[src/rtl/fetch_sequencer_if.sv]
// Bundle of fetch sequencer control, instruction-memory and status signals.
// Pure wiring, no latency.
// imem side is a req/ack read: req held until ack, no other backpressure.
interface fetch_sequencer_if #(
    parameter int ADDR_W = 16
);
    logic              start;
    logic              imem_ack;
    logic [31:0]       imem_rdata;
    logic              branch_valid;
    logic [ADDR_W-1:0] branch_target;
    logic              halt;
    logic [ADDR_W-1:0] fetch_address;
    logic              imem_req;
    logic [31:0]       instr;
    logic              instr_valid;
    logic              busy;
    logic              halted;

    // Sequencer side
    modport master (
        input  start,
        input  imem_ack,
        input  imem_rdata,
        input  branch_valid,
        input  branch_target,
        input  halt,
        output fetch_address,
        output imem_req,
        output instr,
        output instr_valid,
        output busy,
        output halted
    );

    // Environment side: memory, execute path and controller
    modport slave (
        output start,
        output imem_ack,
        output imem_rdata,
        output branch_valid,
        output branch_target,
        output halt,
        input  fetch_address,
        input  imem_req,
        input  instr,
        input  instr_valid,
        input  busy,
        input  halted
    );
endinterface

[src/rtl/fetch_sequencer.sv]
// PC owner and FETCH->EXEC sequencer with branch redirect and halt.
// Latency: ack at edge N gives instr_valid in cycle N+1; EXEC lasts EXEC_CYCLES.
// Backpressure: imem_req held for all of FETCH until imem_ack, no timeout.
module fetch_sequencer #(
    parameter int                ADDR_W      = 16,
    parameter logic [ADDR_W-1:0] RESET_ADDR  = '0,
    parameter int                EXEC_CYCLES = 1
) (
    input  logic                clk,
    input  logic                rst_n,
    fetch_sequencer_if.master   bus
);
    localparam logic [1:0] S_IDLE   = 2'd0;
    localparam logic [1:0] S_FETCH  = 2'd1;
    localparam logic [1:0] S_EXEC   = 2'd2;
    localparam logic [1:0] S_HALTED = 2'd3;

    // Counter only needs to reach EXEC_CYCLES-1
    localparam int              CNT_W    = (EXEC_CYCLES > 1) ? $clog2(EXEC_CYCLES) : 1;
    localparam logic [CNT_W-1:0] LAST_CNT = CNT_W'(EXEC_CYCLES - 1);

    logic [1:0]        state;
    logic [ADDR_W-1:0] pc;
    logic [31:0]       instr_q;
    logic [CNT_W-1:0]  cnt;
    logic              exec_last;

    // Redirect and halt are only looked at on the final EXEC cycle
    assign exec_last = (state == S_EXEC) && (cnt == LAST_CNT);

    // State, PC, instruction latch and EXEC cycle counter
    always_ff @(posedge clk or negedge rst_n) begin
        if (!rst_n) begin
            state   <= S_IDLE;
            pc      <= RESET_ADDR;
            instr_q <= '0;
            cnt     <= '0;
        end else begin
            case (state)
                S_IDLE, S_HALTED: begin
                    if (bus.start) begin
                        state <= S_FETCH;
                        pc    <= RESET_ADDR;
                    end
                end
                S_FETCH: begin
                    if (bus.imem_ack) begin
                        instr_q <= bus.imem_rdata;
                        cnt     <= '0;
                        state   <= S_EXEC;
                    end
                end
                S_EXEC: begin
                    if (exec_last) begin
                        if (bus.halt) begin
                            // halt wins over a simultaneous branch; PC stays put
                            state <= S_HALTED;
                        end else if (bus.branch_valid) begin
                            pc    <= bus.branch_target;
                            state <= S_FETCH;
                        end else begin
                            // natural wrap modulo 2**ADDR_W
                            pc    <= pc + 1'b1;
                            state <= S_FETCH;
                        end
                    end else begin
                        cnt <= cnt + 1'b1;
                    end
                end
                default: state <= S_IDLE;
            endcase
        end
    end

    // Outputs are registers or pure state decodes, so async reset clears them at once
    assign bus.fetch_address = pc;
    assign bus.instr         = instr_q;
    assign bus.imem_req      = (state == S_FETCH);
    assign bus.instr_valid   = (state == S_EXEC) && (cnt == '0);
    assign bus.busy          = (state == S_FETCH) || (state == S_EXEC);
    assign bus.halted        = (state == S_HALTED);
endmodule

[src/flat_wrapper.sv]
// flat-port wrapper written by rule: the top's interface ports become plain ports
module fetch_sequencer_flat 
#(
    parameter int                ADDR_W      = 16,
    parameter logic [ADDR_W-1:0] RESET_ADDR  = '0,
    parameter int                EXEC_CYCLES = 1
)
  (clk, rst_n, bus_start, bus_imem_ack, bus_imem_rdata, bus_branch_valid, bus_branch_target, bus_halt, bus_fetch_address, bus_imem_req, bus_instr, bus_instr_valid, bus_busy, bus_halted);
  fetch_sequencer_if #(.ADDR_W(ADDR_W)) bus_i ();
  input  logic clk;
  input  logic rst_n;
  input wire logic [$bits(bus_i.start)-1:0] bus_start;
  input wire logic [$bits(bus_i.imem_ack)-1:0] bus_imem_ack;
  input wire logic [$bits(bus_i.imem_rdata)-1:0] bus_imem_rdata;
  input wire logic [$bits(bus_i.branch_valid)-1:0] bus_branch_valid;
  input wire logic [$bits(bus_i.branch_target)-1:0] bus_branch_target;
  input wire logic [$bits(bus_i.halt)-1:0] bus_halt;
  output wire logic [$bits(bus_i.fetch_address)-1:0] bus_fetch_address;
  output wire logic [$bits(bus_i.imem_req)-1:0] bus_imem_req;
  output wire logic [$bits(bus_i.instr)-1:0] bus_instr;
  output wire logic [$bits(bus_i.instr_valid)-1:0] bus_instr_valid;
  output wire logic [$bits(bus_i.busy)-1:0] bus_busy;
  output wire logic [$bits(bus_i.halted)-1:0] bus_halted;
  assign bus_i.start = bus_start;
  assign bus_i.imem_ack = bus_imem_ack;
  assign bus_i.imem_rdata = bus_imem_rdata;
  assign bus_i.branch_valid = bus_branch_valid;
  assign bus_i.branch_target = bus_branch_target;
  assign bus_i.halt = bus_halt;
  assign bus_fetch_address = bus_i.fetch_address;
  assign bus_imem_req = bus_i.imem_req;
  assign bus_instr = bus_i.instr;
  assign bus_instr_valid = bus_i.instr_valid;
  assign bus_busy = bus_i.busy;
  assign bus_halted = bus_i.halted;
  fetch_sequencer #(.ADDR_W(ADDR_W), .RESET_ADDR(RESET_ADDR), .EXEC_CYCLES(EXEC_CYCLES)) u_core (.clk(clk), .rst_n(rst_n), .bus(bus_i));
endmodule
[config.mk]
export PLATFORM = sky130hd
export DESIGN_NAME = fetch_sequencer_flat
export DESIGN_NICKNAME = d
export VERILOG_FILES = /design/src/rtl/fetch_sequencer_if.sv /design/src/rtl/fetch_sequencer.sv /design/src/flat_wrapper.sv
export SDC_FILE = /design/constraint.sdc
export NUM_CORES = 1
export LEC_CHECK = 0
export CORE_MARGIN = 2
export CORE_UTILIZATION = 47
export CTS_BUF_LIST = sky130_fd_sc_hd__clkbuf_2 sky130_fd_sc_hd__clkbuf_4 sky130_fd_sc_hd__clkbuf_8
export DETAILED_ROUTE_END_ITERATION = 10
export GPL_ROUTABILITY_DRIVEN = 0
export MAX_ROUTING_LAYER = met4
export PLACE_DENSITY_LB_ADDON = 0.3
export SKIP_LAST_GASP = 1
export SYNTH_ARGS = -nofsm -noshare
export SYNTH_HDL_FRONTEND = slang
export SYNTH_SLANG_ARGS = --single-unit
[constraint.sdc]
create_clock -name clk -period 4.72 [get_ports clk]
set_clock_uncertainty 0.15 [all_clocks]
set_input_delay 0.944 -clock clk [delete_from_list [all_inputs] [get_ports clk]]
set_output_delay 0.944 -clock clk [all_outputs]
set_load 0.01 [all_outputs]
==> results summary <==
The clock root buffer master is sky130_fd_sc_hd__clkbuf_8. The first global-routing pass estimated 8780 um of wire. On the worst path, the slowest cell contributes a delay of 0.56 ns. The static leakage power came out at 0.00144 uW. The library cell used most frequently in the layout, excluding fill and tap cells, is sky130_fd_sc_hd__clkdlybuf4s50_1. The startpoint kind of the worst setup timing path is a register.

The max-slew violation count came out at 0. The number of ports placed on the die boundary is 106. The net count of the finished layout came out at 374.

The synthesis warning total came out at 0. The clock latency on the worst-skew pair is 0.31 ns. The worst slew margin relative to its limit is 26.5%. TritonCTS created 5 clock buffers. STA classifies the critical path endpoint as a primary output. Sorting the synthesized cells by area gives the leading types as sky130_fd_sc_hd__dfrtp_1 53%, sky130_fd_sc_hd__mux2_2 15%, sky130_fd_sc_hd__o2bb2ai_1 3.3%, sky130_fd_sc_hd__ha_1 2.6%, sky130_fd_sc_hd__o21ai_1 2.3%. The via count of the first global-routing pass is 1846. The total power draw came out at 1900 uW.

The post-CTS resize count is 0. The remaining global-route overflow is 0. The H-tree was split into 2 levels. Together, buffers and inverters on the worst path number 2. The antenna diode count is 0.

The floorplan step defined a core boundary enclosing 5040 um2. Before antenna repair, the detailed router went through 4 iterations. Max-cap violations in this run came to 0.

For this configuration, the core starts out at a cell density of 47.9%. The number of endpoints with negative hold slack in the final report is 0. The average size of a mapped cell is 11.4 um2. Of the post-synthesis cell area, the dominant cell type holds 52.8%. The post-synthesis cell area came out at 2410 um2. The critical path data required time is 3.63 ns.

Cells with a size suffix above 1 make up 14.2% of the layout. The synthesis-to-finish area growth came out at 48.7%. The width of the die is 75.7 um. The number of buffers on the longest clock path came out at 2.

In the final routed layout, each cell accounts on average for 15.5 um. The multi-input combinational cell area came out at 1070 um2. The portion of the post-synthesis area used by sequential elements is 52.8%. The clock transition at the register clock pins on the worst setup and hold paths after CTS came out at 0.09 ns. The data arrival at the endpoint of the critical path came out at 1.86 ns.

Across the VDD grid, the largest voltage drop is 0.333 mV. The die covers 5730 um2. The synthesized instance count is 212. The basic-gate share of the synthesized area counting and, or, nand and nor cells came out at 12.6%.

The worst hold path belongs to the class reg -> reg. In the finished design, the share of the clock period the worst path needs comes to 62.6%. The remaining antenna violation count after routing is 0. In the layout the commonest cells are 104 x sky130_fd_sc_hd__clkdlybuf4s50_1, 51 x sky130_fd_sc_hd__dfrtp_1, 33 x sky130_fd_sc_hd__mux2_2, 13 x sky130_fd_sc_hd__nor2_1, 11 x sky130_fd_sc_hd__o21ai_1. The post-detailed-route via-to-cell ratio is 5.41.

The die is 75.7 um tall. The number of design rule violations left after detail routing came out at 0. The placement row count came out at 26. The storage element area is 1280 um2. The number of different library cells in the post-synthesis netlist is 34. The post-route minimum period is 2.95 ns. The total number of vias is 2087.

Setup repair after global routing left no endpoint under its margin. The dominant combinational cell family by area after synthesis is multiplexers. Counting the fill cells in the layout gives 379.

The final routed wirelength across all metal layers is 5970 um. The power density over the cells is 530 nW/um2. Of all cell types, the one taking the most synthesized area is sky130_fd_sc_hd__dfrtp_1.

The maximum clock rate is 339 MHz. Once detailed placement completed, the half-perimeter wirelength came to 4340 um. The final count of negative-setup-slack endpoints came out at 0. Entering global routing, the biggest net connects 52 pins. The largest individual stage delay along the critical path comes from the cell sky130_fd_sc_hd__clkdlybuf4s50_1.

The number of hold buffers added after cts came out at 0. The adder-cell area share of the yosys netlist came out at 2.59%. The number of sinks driven by the clock tree is 51. The synthesized netlist devotes 13.2% of its cell area to compound gates. The final design utilization came out at 71.2%.

The run finished with clean final reports. The number of antenna violations at the first check in global routing came out at 0. The signal on the critical path passes through inv_1, ha_1, nor2b_1, clkdlybuf4s50_1. The synthesized-area fraction occupied by xor and xnor cells is 0.363%. The final-layout worst hold slack is 0.358 ns. After synthesis, the share of cell area in mux cells is 15.4%. The number of DRC markers in iteration 0 came out at 78. The total global routing track utilization is 21.1%. The synthesis-stage register bit count is 51. The slew at the pin with the worst max-slew slack is 1.10 ns. The aggregate negative setup slack is 0 ns. The worst setup path is of the reg -> out kind.

The maximum net fanout on the critical path came out at 9. The cell family with the largest share of critical-path delay is buffers and inverters. TritonCTS built the clock tree. The number of post-CTS setup repair buffers came out at 0. The count of buffers inserted at the top-level ports is 105. The register-to-register setup slack is 2.36 ns. The post-synthesis net count is 271.
## synthesized netlist by cell type, drive strengths merged
cell     count
dfrtp       51
mux2        33
o21ai       14
nor2        13
a21oi        9
nand2        9
o2bb2ai      9
nor3         7
a22oi        6
inv          6
nand3        6
nand4        6
nor4         6
buf          5
clkbuf       5
ha           5
a32oi        3
o22ai        3
and3         2
nand2b       2
nand3b       2
nor2b        2
a221o        1
o211a        1
o211ai       1
o31ai        1
or2b         1
or3          1
or3b         1
xnor2        1
## path summary, 6_finish.rpt
check / start / depth (start not counted) / endpoint
worst max-delay path: u_core.state[0]$_DFFE_PN0P_ / 4 / bus_instr_valid
worst min-delay path: u_core.bus.instr[22]$_DFFE_PN0P_ / 1 / u_core.bus.instr[22]$_DFFE_PN0P_
worst max register to register: u_core.state[1]$_DFFE_PN0P_ / 5 / u_core.bus.instr[17]$_DFFE_PN0P_
worst min register to register: u_core.bus.instr[22]$_DFFE_PN0P_ / 1 / u_core.bus.instr[22]$_DFFE_PN0P_
max in group asynchronous: rst_n / 1 / u_core.bus.fetch_address[5]$_DFFE_PN0P_
min in group asynchronous: rst_n / 1 / u_core.bus.instr[8]$_DFFE_PN0P_
## where the power goes
part / switching [uW] / leakage, uW / total [uW] / internal [uW]
Sequential: 110 / 0.000637 / 716 / 606
Clock: 144 / 0.0000477 / 245 / 102
Combinational: 384 / 0.000755 / 941 / 557
## registers in the layout, summed over array words and instances (netlist names)
signal                    cells
u_core.cnt                    1
u_core.state                  2
u_core.bus.instr             32
u_core.bus.fetch_address     16
## cells by family (layout without fill, tap and decap cells)
family	count (synthesis)	in the layout
mux	33	33
simple gates	58	58
xor+xnor	1	1
compound gates	48	48
buf+inv	16	120
fa+ha+maj	5	5
flops	51	51
## per-layer routing
layer	vias to the layer above	share of wire (%)	wire length, um	global-route usage [%]
li1	992	-	-	-
met1	995	41	2430	27.0
met2	88	50	2970	32.9
met3	12	7.6	454	4.50
met4	0	1.8	109	7.99
met5	-	0	0	-
## per-stage QoR
step	instance area, um2	std cells	setup WS (ns)
after global routing	3590	386	1.67
after CTS	3590	386	1.74
after floorplan	2410	212	2.47
final	3590	386	1.77
after detailed placement	3510	378	1.51
after global placement	3510	378	1.57
## final cells by class
cell class	instances	share of cell area, %
clock buffer	5	1.92
multi-input combinational	145	29.7
clock inverter	3	0.418
timing repair buffer	106	29.3
inverter	6	0.627
sequential	51	35.5
tap	70	2.44
## worst reg2reg max path: stages (launching register included)
cell	delay (ns)
sky130_fd_sc_hd__dfrtp_1	0.42
sky130_fd_sc_hd__inv_1	0.08
sky130_fd_sc_hd__ha_1	0.24
sky130_fd_sc_hd__nand2_1	0.66
sky130_fd_sc_hd__buf_4	0.35
sky130_fd_sc_hd__mux2_2	0.36
Note: power is estimated with default switching activity, not from simulation.
